File: config.mk
export PLATFORM = sky130hd
export DESIGN_NAME = dlsc_pcie_s6_inbound_cpl
export DESIGN_NICKNAME = d
export VERILOG_FILES = /design/src/rtl/dlsc_pcie_s6_inbound_cpl.sv
export SDC_FILE = /design/constraint.sdc
export NUM_CORES = 1
export LEC_CHECK = 0
export ABC_AREA = 0
export BUFFER_PORTS_ARGS = -buffer_cell sky130_fd_sc_hd__buf_2
export CAP_MARGIN = 20
export CORE_ASPECT_RATIO = 1.4
export CORE_UTILIZATION = 56
export DETAILED_ROUTE_END_ITERATION = 10
export PLACE_DENSITY = 0.85
export REMOVE_ABC_BUFFERS = 1
export SETUP_SLACK_MARGIN = 0.1
export SLEW_MARGIN = 10
export SYNTH_ARGS = -nofsm -noshare
export SYNTH_HDL_FRONTEND = slang
export SYNTH_SLANG_ARGS = --single-unit
File: constraint.sdc
create_clock -name clk -period 4.88 [get_ports clk]
set_input_delay 0.732 -clock clk [delete_from_list [all_inputs] [get_ports clk]]
set_output_delay 0.732 -clock clk [all_outputs]
set_load 0.03 [all_outputs]
File: src/rtl/dlsc_pcie_s6_inbound_cpl.sv
// Completion TLP builder for the inbound read path. Merges per-completion
// headers, per-request routing info and read data into 32-bit Cpl/CplD TLPs.
// Unsuccessful completions go out as a data-less Cpl; their data is drained.
module dlsc_pcie_s6_inbound_cpl #(
  parameter bit UR_ON_DECERR = 1'b1
) (
  input  logic        clk,
  input  logic        rst,
  input  logic [15:0] completer_id,
  output logic        req_i_ready,
  input  logic        req_i_valid,
  input  logic [15:0] req_i_id,
  input  logic [7:0]  req_i_tag,
  input  logic [2:0]  req_i_tc,
  input  logic [1:0]  req_i_attr,
  output logic        cpl_h_ready,
  input  logic        cpl_h_valid,
  input  logic [6:0]  cpl_h_addr,
  input  logic [9:0]  cpl_h_len,
  input  logic [11:0] cpl_h_bytes,
  input  logic        cpl_h_last,
  input  logic [1:0]  cpl_h_resp,
  output logic        cpl_d_ready,
  input  logic        cpl_d_valid,
  input  logic [31:0] cpl_d_data,
  input  logic        cpl_d_last,
  input  logic        tx_ready,
  output logic        tx_valid,
  output logic [31:0] tx_data,
  output logic        tx_last,
  output logic        err_mismatch
);

  typedef enum logic [2:0] {
    StIdle,
    StH0,
    StH1,
    StH2,
    StData,
    StDrop
  } state_e;

  state_e state_q, state_d;

  // Captured header and routing fields
  logic [6:0]  addr_q;
  logic [9:0]  len_q;
  logic [11:0] bytes_q;
  logic [2:0]  status_q;
  logic [15:0] req_id_q;
  logic [7:0]  tag_q;
  logic [2:0]  tc_q;
  logic [1:0]  attr_q;
  logic [15:0] cid_q;

  logic [10:0] cnt_q, cnt_d;
  logic        err_q, err_d;
  logic        tx_valid_q, tx_valid_d;
  logic [31:0] tx_data_q, tx_data_d;
  logic        tx_last_q, tx_last_d;

  logic [2:0]  status_in;
  logic        ok;
  logic [10:0] len_full;
  logic [10:0] cnt_inc;
  logic        cnt_hit;
  logic        load;
  logic        h_fire;
  logic        d_fire;
  logic        tx_load;
  logic [31:0] tx_word;
  logic        tx_word_last;
  logic [9:0]  len_field;
  logic [31:0] dw0, dw1, dw2;

  // AXI response to completion status
  always_comb begin
    case (cpl_h_resp)
      2'b11:   status_in = UR_ON_DECERR ? 3'b001 : 3'b100;
      2'b10:   status_in = 3'b100;
      default: status_in = 3'b000;
    endcase
  end

  assign ok        = (status_q == 3'b000);
  // A length of 0 encodes 1024 DW
  assign len_full  = {(len_q == 10'd0), len_q};
  assign cnt_inc   = cnt_q + 11'd1;
  assign cnt_hit   = (cnt_inc == len_full);
  assign load      = !tx_valid_q || tx_ready;

  assign cpl_h_ready = (state_q == StIdle) && req_i_valid;
  assign h_fire      = cpl_h_ready && cpl_h_valid;
  // Request info is only peeked for split completions; pop on the final one
  assign req_i_ready = h_fire && cpl_h_last;
  assign cpl_d_ready = (state_q == StData) ? load : (state_q == StDrop);
  assign d_fire      = cpl_d_ready && cpl_d_valid;

  assign len_field = ok ? len_q : 10'd0;
  assign dw0 = {1'b0, (ok ? 2'b10 : 2'b00), 5'b01010, 1'b0, tc_q, 4'b0000,
                1'b0, 1'b0, attr_q, 2'b00, len_field};
  assign dw1 = {cid_q, status_q, 1'b0, bytes_q};
  assign dw2 = {req_id_q, tag_q, 1'b0, addr_q};

  // Next-state, word counter, mismatch flag and output-register loading
  always_comb begin
    state_d      = state_q;
    cnt_d        = cnt_q;
    err_d        = err_q;
    tx_load      = 1'b0;
    tx_word      = '0;
    tx_word_last = 1'b0;

    unique case (state_q)
      StIdle: begin
        if (h_fire) begin
          state_d = StH0;
          cnt_d   = '0;
        end
      end
      StH0: begin
        if (load) begin
          tx_load = 1'b1;
          tx_word = dw0;
          state_d = StH1;
        end
      end
      StH1: begin
        if (load) begin
          tx_load = 1'b1;
          tx_word = dw1;
          state_d = StH2;
        end
      end
      StH2: begin
        if (load) begin
          tx_load      = 1'b1;
          tx_word      = dw2;
          tx_word_last = !ok;
          state_d      = ok ? StData : StDrop;
        end
      end
      StData, StDrop: begin
        if (d_fire) begin
          if (state_q == StData) begin
            tx_load      = 1'b1;
            tx_word      = cpl_d_data;
            tx_word_last = cnt_hit;
          end
          cnt_d = cnt_inc;
          if (cpl_d_last != cnt_hit) begin
            err_d = 1'b1;
          end
          // The length count, not cpl_d_last, ends the completion
          if (cnt_hit) begin
            state_d = StIdle;
            cnt_d   = '0;
          end
        end
      end
      default: state_d = StIdle;
    endcase

    tx_valid_d = tx_valid_q;
    tx_data_d  = tx_data_q;
    tx_last_d  = tx_last_q;
    if (tx_load) begin
      tx_valid_d = 1'b1;
      tx_data_d  = tx_word;
      tx_last_d  = tx_word_last;
    end else if (tx_ready) begin
      tx_valid_d = 1'b0;
    end
  end

  // State, counter, sticky error and transmit register
  always_ff @(posedge clk) begin
    if (rst) begin
      state_q    <= StIdle;
      cnt_q      <= '0;
      err_q      <= 1'b0;
      tx_valid_q <= 1'b0;
      tx_data_q  <= '0;
      tx_last_q  <= 1'b0;
    end else begin
      state_q    <= state_d;
      cnt_q      <= cnt_d;
      err_q      <= err_d;
      tx_valid_q <= tx_valid_d;
      tx_data_q  <= tx_data_d;
      tx_last_q  <= tx_last_d;
    end
  end

  // Header, routing info and completer ID capture on the header handshake
  always_ff @(posedge clk) begin
    if (rst) begin
      addr_q   <= '0;
      len_q    <= '0;
      bytes_q  <= '0;
      status_q <= '0;
      req_id_q <= '0;
      tag_q    <= '0;
      tc_q     <= '0;
      attr_q   <= '0;
      cid_q    <= '0;
    end else if (h_fire) begin
      addr_q   <= cpl_h_addr;
      len_q    <= cpl_h_len;
      bytes_q  <= cpl_h_bytes;
      status_q <= status_in;
      req_id_q <= req_i_id;
      tag_q    <= req_i_tag;
      tc_q     <= req_i_tc;
      attr_q   <= req_i_attr;
      cid_q    <= completer_id;
    end
  end

  assign tx_valid     = tx_valid_q;
  assign tx_data      = tx_data_q;
  assign tx_last      = tx_last_q;
  assign err_mismatch = err_q;

endmodule

==> metrics.csv <==
stage,metric,value,unit
outcome,status,"complete, no violations",
clock_tree,ctsHoldBuffers,0,
yosys,ys_warn_count,0,
timing,tns,0,ns
yosys,synth-edff-count,0,
yosys,yosysTopAreaCell,dfxtp_1,
setup_path,crit_path_frequent_cell,xnor2_1,
timing,fin_crit,3.06,ns
grt,track_usage,0.322,
routing,drc,0,
yosys,synth.distinct_cells,51,
clock_tree,cts_tree,yes,
yosys,postSynthCellCount,691,
power,peakVddDrop,0.358,mV
yosys,yosys.area_share.simple,0.249,
timing,worstMarginPinSlew,1.01,ns
yosys,synth.top_cell.area_share,0.455,
place,gp_congestion,0.926,
routing,ant_nets,0,
place,detailed_place_hpwl,10500,um
run,maxCapViolCount,0,
routing,wl_per_cell,17.2,um
yosys,synth-xor-area-share,0.0232,
finish,area_growth,25.9,%
timing,rsz0062_at_grt,no,
yosys,synth-seq-area-share,0.455,
timing,fin_worst_skew,0.00488,ns
grt,antenna_found_initial,0,
yosys,synthAdderAreaFrac,0.00227,
routing,drt-pass1-iter-count,5,
yosys,synth_compound_area_frac,0.216,
timing,period_share,0.628,
setup_path,cp.required,5.16,ns
timing,slew_headroom,0.328,
min_path,hold_class,register to register,
die,dieArea,10200,um2
place,io_buffers,153,
grt,grt-ovfl-total,0,
setup_path,crit_path_cell_trace,"ha_1, nand3_1, nor4_1, xnor2_1, xnor2_1, nand4_2, a21oi_4, o22ai_1",
yosys,yosys-top-cells-area,"dfxtp_1 (45%), nand2_1 (13%), a21oi_1 (9.5%)",
finish,drive_gt1_frac,0.255,
clock_tree,htree_num_levels,4,
yosys,yosys-mux-area-fraction,0.00818,
die,rows,42,
yosys,yosysMostFrequentCell,nand2_1,
clock_tree,clk_pin_slew,0.05,ns
die,die_y,119,um
setup_path,cp-start-kind,register,
die,die_w,85.8,um
finish,diodes,0,
clock_tree,cts_buffers,17,
routing,num_vias,5792,
setup_path,worst-setup-path-type,register to register,
grt,grt_pass1_wl,25800,um
routing,vias_per_cell,6.05,
die,core_area,9510,um2
yosys,synth_area,5500,um2
grt,grt_max_degree,78,
setup_path,slowest_stage,dfxtp_1,
finish,finalNetCount,930,
routing,wirelength,16500,um
power,powerDensity,555,nW/um2
clock_tree,clock_path_buffers,2,
timing,setup_violations,0,
setup_path,arrival,3.35,ns
setup_path,worstPathMaxFanout,21,
die,initial_core_util,0.579,
setup_path,end_kind,register,
timing,report.final.slew_viol_count,0,
clock_tree,cts.sinks,125,
clock_tree,cts_root_buf,clkbuf_16,
timing,fin_ws,1.82,ns
clock_tree,clk_latency,0.41,ns
yosys,synth-seq-cells,125,
yosys,postSynthAreaPerCell,7.97,um2
setup_path,slowest_delay,0.53,ns
yosys,synth_top_family_by_area,simple AND/OR/NAND/NOR gates,
grt,first_global_vias,5490,
yosys,synthArstFlopShare,0,
place,dp_slack,1.91,ns
yosys,ys_top_cells_by_count,"nand2_1 (188), dfxtp_1 (125), a21oi_1 (104), clkbuf_1 (38), nor2_1 (34)",
die,ios,154,
timing,fmax,326,MHz
power,p_leak,2.76,nW
yosys,synth_top_flop_cell,dfxtp_1,
timing,hold_viol,0,
routing,dr.first_iter.drc_count,529,
clock_tree,cts_resized,0,
clock_tree,post_cts_buffers,0,
[metrics by stage]
stage	util	cell area, um2	hold WS, ns	total power [mW]	std cells
finish	0.728	6930	0.453	3.84	958
global route	0.728	6930	0.473	3.99	958
CTS	0.724	6890	0.452	3.78	956
detailed placement	0.658	6260	0.445	2.43	924
global placement	0.658	6260	0.441	2.38	924
floorplan	-	5260	0.427	2.05	632
[worst paths after layout]
check,from,end,slack (ns),depth (start not counted)
setup / recovery,cnt_q[0],cnt_q[2],1.82,8
hold / removal,req_id_q[7],req_id_q[7],0.45,2
setup reg to reg,cnt_q[0],cnt_q[2],1.82,8
hold reg to reg,req_id_q[7],req_id_q[7],0.45,2
[final cells by class]
class / instances / area (um2)
multi-input combinational: 505 / 2760
fill: 681 / 2580
sequential: 125 / 2500
timing repair buffer: 162 / 860
clock buffer: 21 / 470
tap: 132 / 165
clock inverter: 11 / 163
inverter: 2 / 7.51
[report_power, final]
part / switching, mW / leakage, nW / internal [mW] / total (mW)
Combinational: 0.762 / 1.43 / 0.414 / 1.18
Sequential: 0.147 / 1.02 / 1.18 / 1.32
Clock: 0.450 / 0.317 / 0.893 / 1.34
[flip-flops by register name, indices dropped and copies added (netlist names)]
signal	flops
cnt_q	11
status_q	2
cid_q	16
err_mismatch	1
tx_last	1
addr_q	7
attr_q	2
bytes_q	12
tx_data	32
len_q	10
state_q	3
req_id_q	16
tx_valid	1
tc_q	3
tag_q	8
[cell usage in the layout (no fill, tap or decap), types with 14 or more instances in the layout]
master     netlist  final
a21oi_1        104    104
a222oi_1        16     16
nor3_1          16     16
clkbuf_16        0     17
buf_2           13    152
nand2_1        188    187
a221oi_1        15     15
nor2_1          34     33
dfxtp_1        125    125
nand3_1         14     14
[metal layers]
metal,wire length (um),GRT usage
met3,1100,0.0617
met1,6140,0.363
met2,8510,0.552
met4,764,0.200
met5,0,0
[cells by family (layout without fill, tap and decap cells)]
logic type / count (synthesis) / count (layout)
mux: 4 / 4
simple gates: 304 / 304
fa+ha+maj: 1 / 1
buf+inv: 61 / 196
compound gates: 183 / 183
flops: 125 / 125
xor+xnor: 13 / 13
[worst max-delay path, delay by kind of cell, from the launching register on]
family | cells | cell delay, ns
adder cells (fa/ha/maj) | 1 | 0.43
AND/OR/NAND/NOR | 3 | 1.13
flip-flops | 1 | 0.53
AO/OA/AOI/OAI | 2 | 0.49
XOR/XNOR | 2 | 0.34
Power figures use the tool's default switching activity.
